$ cat config.mk
export PLATFORM = sky130hd
export DESIGN_NAME = sram_bus_arbiter
export DESIGN_NICKNAME = d
export VERILOG_FILES = /design/src/rtl/sram_bus_arbiter.sv
export SDC_FILE = /design/constraint.sdc
export NUM_CORES = 1
export LEC_CHECK = 0
export CORE_ASPECT_RATIO = 0.9
export CORE_MARGIN = 4
export CORE_UTILIZATION = 36
export CTS_BUF_LIST = sky130_fd_sc_hd__clkbuf_4 sky130_fd_sc_hd__clkbuf_8
export DETAILED_ROUTE_END_ITERATION = 12
export PLACE_DENSITY_LB_ADDON = 0.12
export SYNTH_ARGS = -nofsm -noshare
export SYNTH_HDL_FRONTEND = slang
export SYNTH_SLANG_ARGS = --single-unit
$ cat constraint.sdc
create_clock -name clk -period 3.4 [get_ports clk]
set_input_delay 1.02 -clock clk [delete_from_list [all_inputs] [get_ports clk]]
set_output_delay 1.02 -clock clk [all_outputs]
set_load 0.01 [all_outputs]
$ cat src/rtl/sram_bus_arbiter.sv
// Shares one SRAM-like memory port between instruction fetch and load/store.
// One transaction in flight; data has priority, bounded by a starvation streak.
module sram_bus_arbiter #(
    parameter int unsigned STARVE_LIMIT = 4,
    parameter int unsigned CNT_W        = 3
) (
    input  logic             clk,
    input  logic             rst,
    input  logic             inst_req,
    input  logic [31:0]      inst_addr,
    input  logic             inst_cancel,
    output logic             inst_addr_ok,
    output logic             inst_data_ok,
    output logic [31:0]      inst_rdata,
    input  logic             data_req,
    input  logic             data_wr,
    input  logic [1:0]       data_size,
    input  logic [31:0]      data_addr,
    input  logic [31:0]      data_wdata,
    output logic             data_addr_ok,
    output logic             data_data_ok,
    output logic [31:0]      data_rdata,
    output logic             m_req,
    output logic             m_wr,
    output logic [1:0]       m_size,
    output logic [31:0]      m_addr,
    output logic [31:0]      m_wdata,
    input  logic             m_addr_ok,
    input  logic             m_data_ok,
    input  logic [31:0]      m_rdata,
    output logic             busy,
    output logic [1:0]       dbg_state,
    output logic [CNT_W-1:0] dbg_streak
);

    // Handshake: a requester holds *_req with stable fields until its
    // *_addr_ok pulse; *_data_ok is a single-cycle completion strobe.
    typedef enum logic [1:0] {
        S_IDLE = 2'd0,
        S_ADDR = 2'd1,
        S_DATA = 2'd2
    } state_e;

    localparam logic OWN_INST = 1'b0;
    localparam logic OWN_DATA = 1'b1;
    localparam logic [CNT_W-1:0] LIMIT      = CNT_W'(STARVE_LIMIT);
    localparam logic [CNT_W-1:0] STREAK_MAX = '1;

    state_e            state_q, state_d;
    logic              owner_q, owner_d;
    logic              drop_q, drop_d;
    logic [31:0]       addr_q, addr_d;
    logic              wr_q, wr_d;
    logic [1:0]        size_q, size_d;
    logic [31:0]       wdata_q, wdata_d;
    logic [CNT_W-1:0]  streak_q, streak_d;
    logic              grant_inst, grant_data;

    always_ff @(posedge clk or posedge rst) begin
        if (rst) begin
            state_q  <= S_IDLE;
            owner_q  <= OWN_INST;
            drop_q   <= 1'b0;
            addr_q   <= 32'd0;
            wr_q     <= 1'b0;
            size_q   <= 2'd0;
            wdata_q  <= 32'd0;
            streak_q <= '0;
        end else begin
            state_q  <= state_d;
            owner_q  <= owner_d;
            drop_q   <= drop_d;
            addr_q   <= addr_d;
            wr_q     <= wr_d;
            size_q   <= size_d;
            wdata_q  <= wdata_d;
            streak_q <= streak_d;
        end
    end

    always_comb begin
        state_d    = state_q;
        owner_d    = owner_q;
        drop_d     = drop_q;
        addr_d     = addr_q;
        wr_d       = wr_q;
        size_d     = size_q;
        wdata_d    = wdata_q;
        streak_d   = streak_q;
        grant_inst = 1'b0;
        grant_data = 1'b0;
        case (state_q)
            S_IDLE: begin
                if (data_req && inst_req) begin
                    if ((STARVE_LIMIT != 0) && (streak_q == LIMIT)) grant_inst = 1'b1;
                    else                                            grant_data = 1'b1;
                end else if (data_req) begin
                    grant_data = 1'b1;
                end else if (inst_req) begin
                    grant_inst = 1'b1;
                end

                if (grant_data) begin
                    owner_d = OWN_DATA;
                    addr_d  = data_addr;
                    wr_d    = data_wr;
                    size_d  = data_size;
                    wdata_d = data_wdata;
                    drop_d  = 1'b0;
                    state_d = S_ADDR;
                    // Streak only grows while fetch is actually being passed over.
                    if (!inst_req)                  streak_d = '0;
                    else if (streak_q != STREAK_MAX) streak_d = streak_q + 1'b1;
                end else if (grant_inst) begin
                    owner_d  = OWN_INST;
                    addr_d   = inst_addr;
                    wr_d     = 1'b0;
                    size_d   = 2'd2;
                    wdata_d  = 32'd0;
                    drop_d   = 1'b0;
                    state_d  = S_ADDR;
                    streak_d = '0;
                end
            end
            S_ADDR: begin
                if (owner_q == OWN_INST && inst_cancel) drop_d = 1'b1;
                if (m_addr_ok) state_d = S_DATA;
            end
            S_DATA: begin
                if (owner_q == OWN_INST && inst_cancel) drop_d = 1'b1;
                if (m_data_ok) state_d = S_IDLE;
            end
            default: state_d = S_IDLE;
        endcase
    end

    assign m_req   = (state_q == S_ADDR);
    assign m_wr    = wr_q;
    assign m_size  = size_q;
    assign m_addr  = addr_q;
    assign m_wdata = wdata_q;

    assign inst_addr_ok = m_req && m_addr_ok && (owner_q == OWN_INST);
    assign data_addr_ok = m_req && m_addr_ok && (owner_q == OWN_DATA);
    // A flushed fetch still completes on the bus but its data is swallowed.
    assign inst_data_ok = (state_q == S_DATA) && m_data_ok && (owner_q == OWN_INST)
                          && !drop_q && !inst_cancel;
    assign data_data_ok = (state_q == S_DATA) && m_data_ok && (owner_q == OWN_DATA);

    assign inst_rdata = m_rdata;
    assign data_rdata = m_rdata;

    assign busy       = (state_q != S_IDLE);
    assign dbg_state  = state_q;
    assign dbg_streak = streak_q;

endmodule
======== After elaboration in Yosys (flattened, before gate mapping) ========
Cells that the tools add are included.
word-level totals
  input bits .............................. 138
  register bits ........................... 74
  output and inout port bits .............. 142
  word-level logic and storage cells ...... 70
operators by class
  bitwise operators ....................... 1
  mux-type cells .......................... 30
  eq/ne operators ......................... 9
  add/subtract/negate cells ............... 1
  reduce and logical (&&, ||, !) cells .... 21
operators with widths
  kind                 number
  $mux 32              4
  $mux 1               14
  $mux 2               6
  $mux 3               4
  $logic_and 1x1->1    10
  $reduce_and 3->1     3
  $ne 3x3->1 const B   2
  $pmux 2 s3           1
  $reduce_bool 2->1    3
  $ne 2x1->1 const B   2
  $add 3x1->3 const B  1
  $eq 3x3->1 const B   1
  $ne 3x2->1 const B   1
  $eq 2x1->1 const B   1
  $eq 2x2->1 const B   1
  $logic_not 1->1      2
  $logic_not 2->1      1
  $ne 2x2->1 const B   1
  $pmux 1 s2           1
  $reduce_and 2->1     1
  $reduce_or 2->1      1
  $not 1->1            1

======== Logic depth before layout (Yosys ltp) ========
  depth in word-level cells ............... 7
  mapped depth ............................ 8
  mapped depth without buffers ............ 5

======== Least setup slack after synthesis ========
No wires, ideal clock.
  kind .................................... input to output
  start ................................... input inst_cancel
  end ..................................... output inst_data_ok
  stages on the path ...................... 1
  path buffers ............................ 0
  data arrival time ....................... 1.426 ns
  data required time ...................... 2.380 ns
  path slack .............................. 0.954 ns
  cells stage by stage .................... nor4_1
on the way
  word-level cells in the longest chain between the ends .. 2
ends and longest elaborated chain
  what               RTL line  text
  start, declared    11        input logic inst_cancel,
  $logic_not 1->1    147       && !drop_q && !inst_cancel;
  $logic_and 1x1->1  147
  end, declared      13        output logic inst_data_ok,
Every way passes these cells.

======== Final worst setup path ========
  start ................................... input m_addr_ok
  end ..................................... output inst_addr_ok
on the way
  word-level cells in the longest chain between the ends .. 2
ends and longest elaborated chain
  what                             RTL line  text
  start, declared                  28        input logic m_addr_ok,
  $logic_and 1x1->1 (2 in series)  143       assign inst_addr_ok = m_req && m_addr_ok && (owner_q == OWN_INST);
  end, declared                    12        output logic inst_addr_ok,
Every way passes these cells.

==> qor.txt <==
run status: finished clean
Layout Skew: 0.0151 ns
first-pass GRT wire length: 17900 µm
most frequent cells in the layout: 181 x clkdlybuf4s50_1, 74 x dfrtp_1, 70 x nand2_1
Area growth syn-to-layout: 41.1%
Final Non-Filler Cells: 641
distinct cell type count after synthesis: 30
Max Clk Rate: 0.308 GHz
Worst-Margin Slew: 1.20 ns
hold path start: m_addr[27]
synth warn: 0
placed cell count: 625
DRT iter0 DRCs: 182
Routability Congestion: 0.761
RSZ-0062 raised after global routing: no
Clk pin slew, worst setup/hold paths: 0.08 ns
Reg2Reg Capture Point: m_size[0]
EDFF count, synth: 0
Cell Rows: 36
Setup crit start: m_addr_ok
total gr overflow: 0
predominant post-synthesis flop cell: dfrtp_1
leading cell type in the layout, fill and taps excluded: clkdlybuf4s50_1
Synth Net Count: 521
CTS root buffer: clkbuf_8
hold depth: 2
CP startpoint kind: input pin
share of post-route cells with drive strength above 1: 13.5%
Via Count: 3188
Final Critical Period: 3.24 ns
DRT antenna net count: 0
R2R setup slack: 0.86 ns
worst-skew pair later-pin latency: 0.34 ns
worst path cell trace: clkdlybuf4s50_1 > nand2_1 > nor2_1 > clkdlybuf4s50_1
full die area: 12900 µm²
Placeable Area: 10900 µm²
DR vias/cell: 4.97
CP peak stage delay: 0.56 ns
Hold EP: m_addr[27]
Port Buf Inserts: 183
Final Hold Viols: 0
Rel. slew slack: 19.8%
largest net degree at the start of global routing: 48
register area share after synthesis: 46.2%
initial core utilization: 36.9%
hold crit path type: reg -> reg
cts bufs inserted: 9
Synth Register Bits: 74
crit-path max FO: 3
DR pass1 iterations: 4
FFs w/ async S/R, synth: 100%
# Max-Cap Violations: 0
mapped cell area: 4010 µm²
Gate Count Post-Synth: 375
Fillers: 1010
Crit-path slowest cell: clkdlybuf4s50_1
total routed wirelength: 11300 µm
CTS max path bufs: 2
Avg Cell Area, Syn: 10.7 µm²
VDD IR max: 247 µV
# IOs: 280
Die Height: 108 µm
r2r startpoint: dbg_state[0]
Die Span X: 119 µm
Final setup viols: 0
fin crit share: 95.4%
setup TNS: 0 ns
Crit Path Category: in -> out
Lkg Pwr: 2.42 nW
total global-route track usage: 17.3%
clk sinks: 74
initial antenna violation count: 0
most used cell, CP: clkdlybuf4s50_1
number of global-route vias before repair: 3317
Worst Path Required: 2.38 ns
PD cells: 842 nW/µm²
CTS tree: yes
htree depth: 3
detailed placement HPWL: 8000 µm
wire length per cell: 17.6 µm
DRC violations left: 0
Slew Viols, Final: 0
Nets: 630
CP arrival: 2.22 ns
cells on worst reg2reg path: 5
CP endpoint kind: output port
n_diodes: 0
## critical path: cells and delay by family
kind,cells,cell delay [ns]
buf+inv,2,1.05
simple gates,2,0.15
## kinds of logic after synthesis
kind of cell / after synthesis / synth area share (%)
muxes: 3 / 0.843
buffers and inverters: 102 / 17.4
DFF: 74 / 46.2
AOI/OAI and AO/OA: 75 / 19.1
and+or+nand+nor: 113 / 13.9
adders and majority gates: 8 / 2.50
## Yosys cell counts (2+ instances only)
library cell   n  area (µm²)
nand4_1       32         200
buf_4         67         503
a22o_1        36         315
buf_6          7        78.8
dfrtp_1       74        1850
o211ai_2      30         375
o211ai_1       2        15.0
and3_1         3        18.8
mux2_1         2        22.5
buf_2          8        40.0
ha_1           8         100
nand2_1       70         263
inv_1          8        30.0
clkbuf_1      12        45.0
## metrics by stage
step | hold slack [ns] | cell area (µm²) | util, % | power, mW | setup slack [ns]
2_1_floorplan | 0.461 | 4010 | - | 2.93 | 0.498
3_3_place_gp | 0.471 | 5460 | 50.3 | 4.12 | 0.0617
3_5_place_dp | 0.473 | 5460 | 50.3 | 4.16 | 0.0543
4_1_cts | 0.493 | 5650 | 52.1 | 4.84 | 0.0510
5_1_grt | 0.513 | 5650 | 52.1 | 5.09 | 0.100
6_report | 0.488 | 5650 | 52.1 | 4.76 | 0.155
## metal layers
layer / routed length [µm] / vias to the layer above / global-route usage [%] / share of wire (%)
met2: 4890 / 151 / 25.1 / 43
met1: 5180 / 1541 / 23.7 / 46
met4: 85 / 0 / 5.21 / 0.75
met3: 1130 / 15 / 6.75 / 10
li1: - / 1481 / - / -
met5: 0 / - / 0 / 0
## final cells by class
cell class	count	area (µm²)	area share, %
repair buffers	192	1920	34.0
clock inverters	3	23.8	0.421
clock buffers	13	166	2.94
flip-flops and latches	74	1850	32.8
multi-input cells	199	1470	26.0
inverters	8	31.3	0.553
well taps	152	190	3.36
## worst max path at each step
stage | to | slack, ns | cells after the start
2_1_floorplan | dbg_state[0] | 0.50 | 1
3_3_place_gp | inst_data_ok | 0.06 | 4
3_5_place_dp | inst_data_ok | 0.05 | 4
4_1_cts | inst_data_ok | 0.05 | 4
5_1_grt | inst_addr_ok | 0.10 | 4
6_report | inst_addr_ok | 0.16 | 4
## power breakdown
part / switching, mW / total (mW) / internal, mW
Sequential: 0.259 / 1.58 / 1.32
Clock: 0.328 / 0.652 / 0.323
Combinational: 1.16 / 2.53 / 1.37
Total: 1.75 / 4.76 / 3.02
## sequential cells by signal (all words and copies together), names as in the netlist
signal	flops
m_wdata	32
drop_q	1
owner_q	1
dbg_state	2
dbg_streak	3
m_size	2
m_wr	1
m_addr	32
## what timing repair did
action	4_1_cts	5_1_grt
resized for setup	0	1
hold buffers	0	0
setup buffers	0	0
endpoints found under the setup margin	0	1
(Power assumes the default switching activity.)
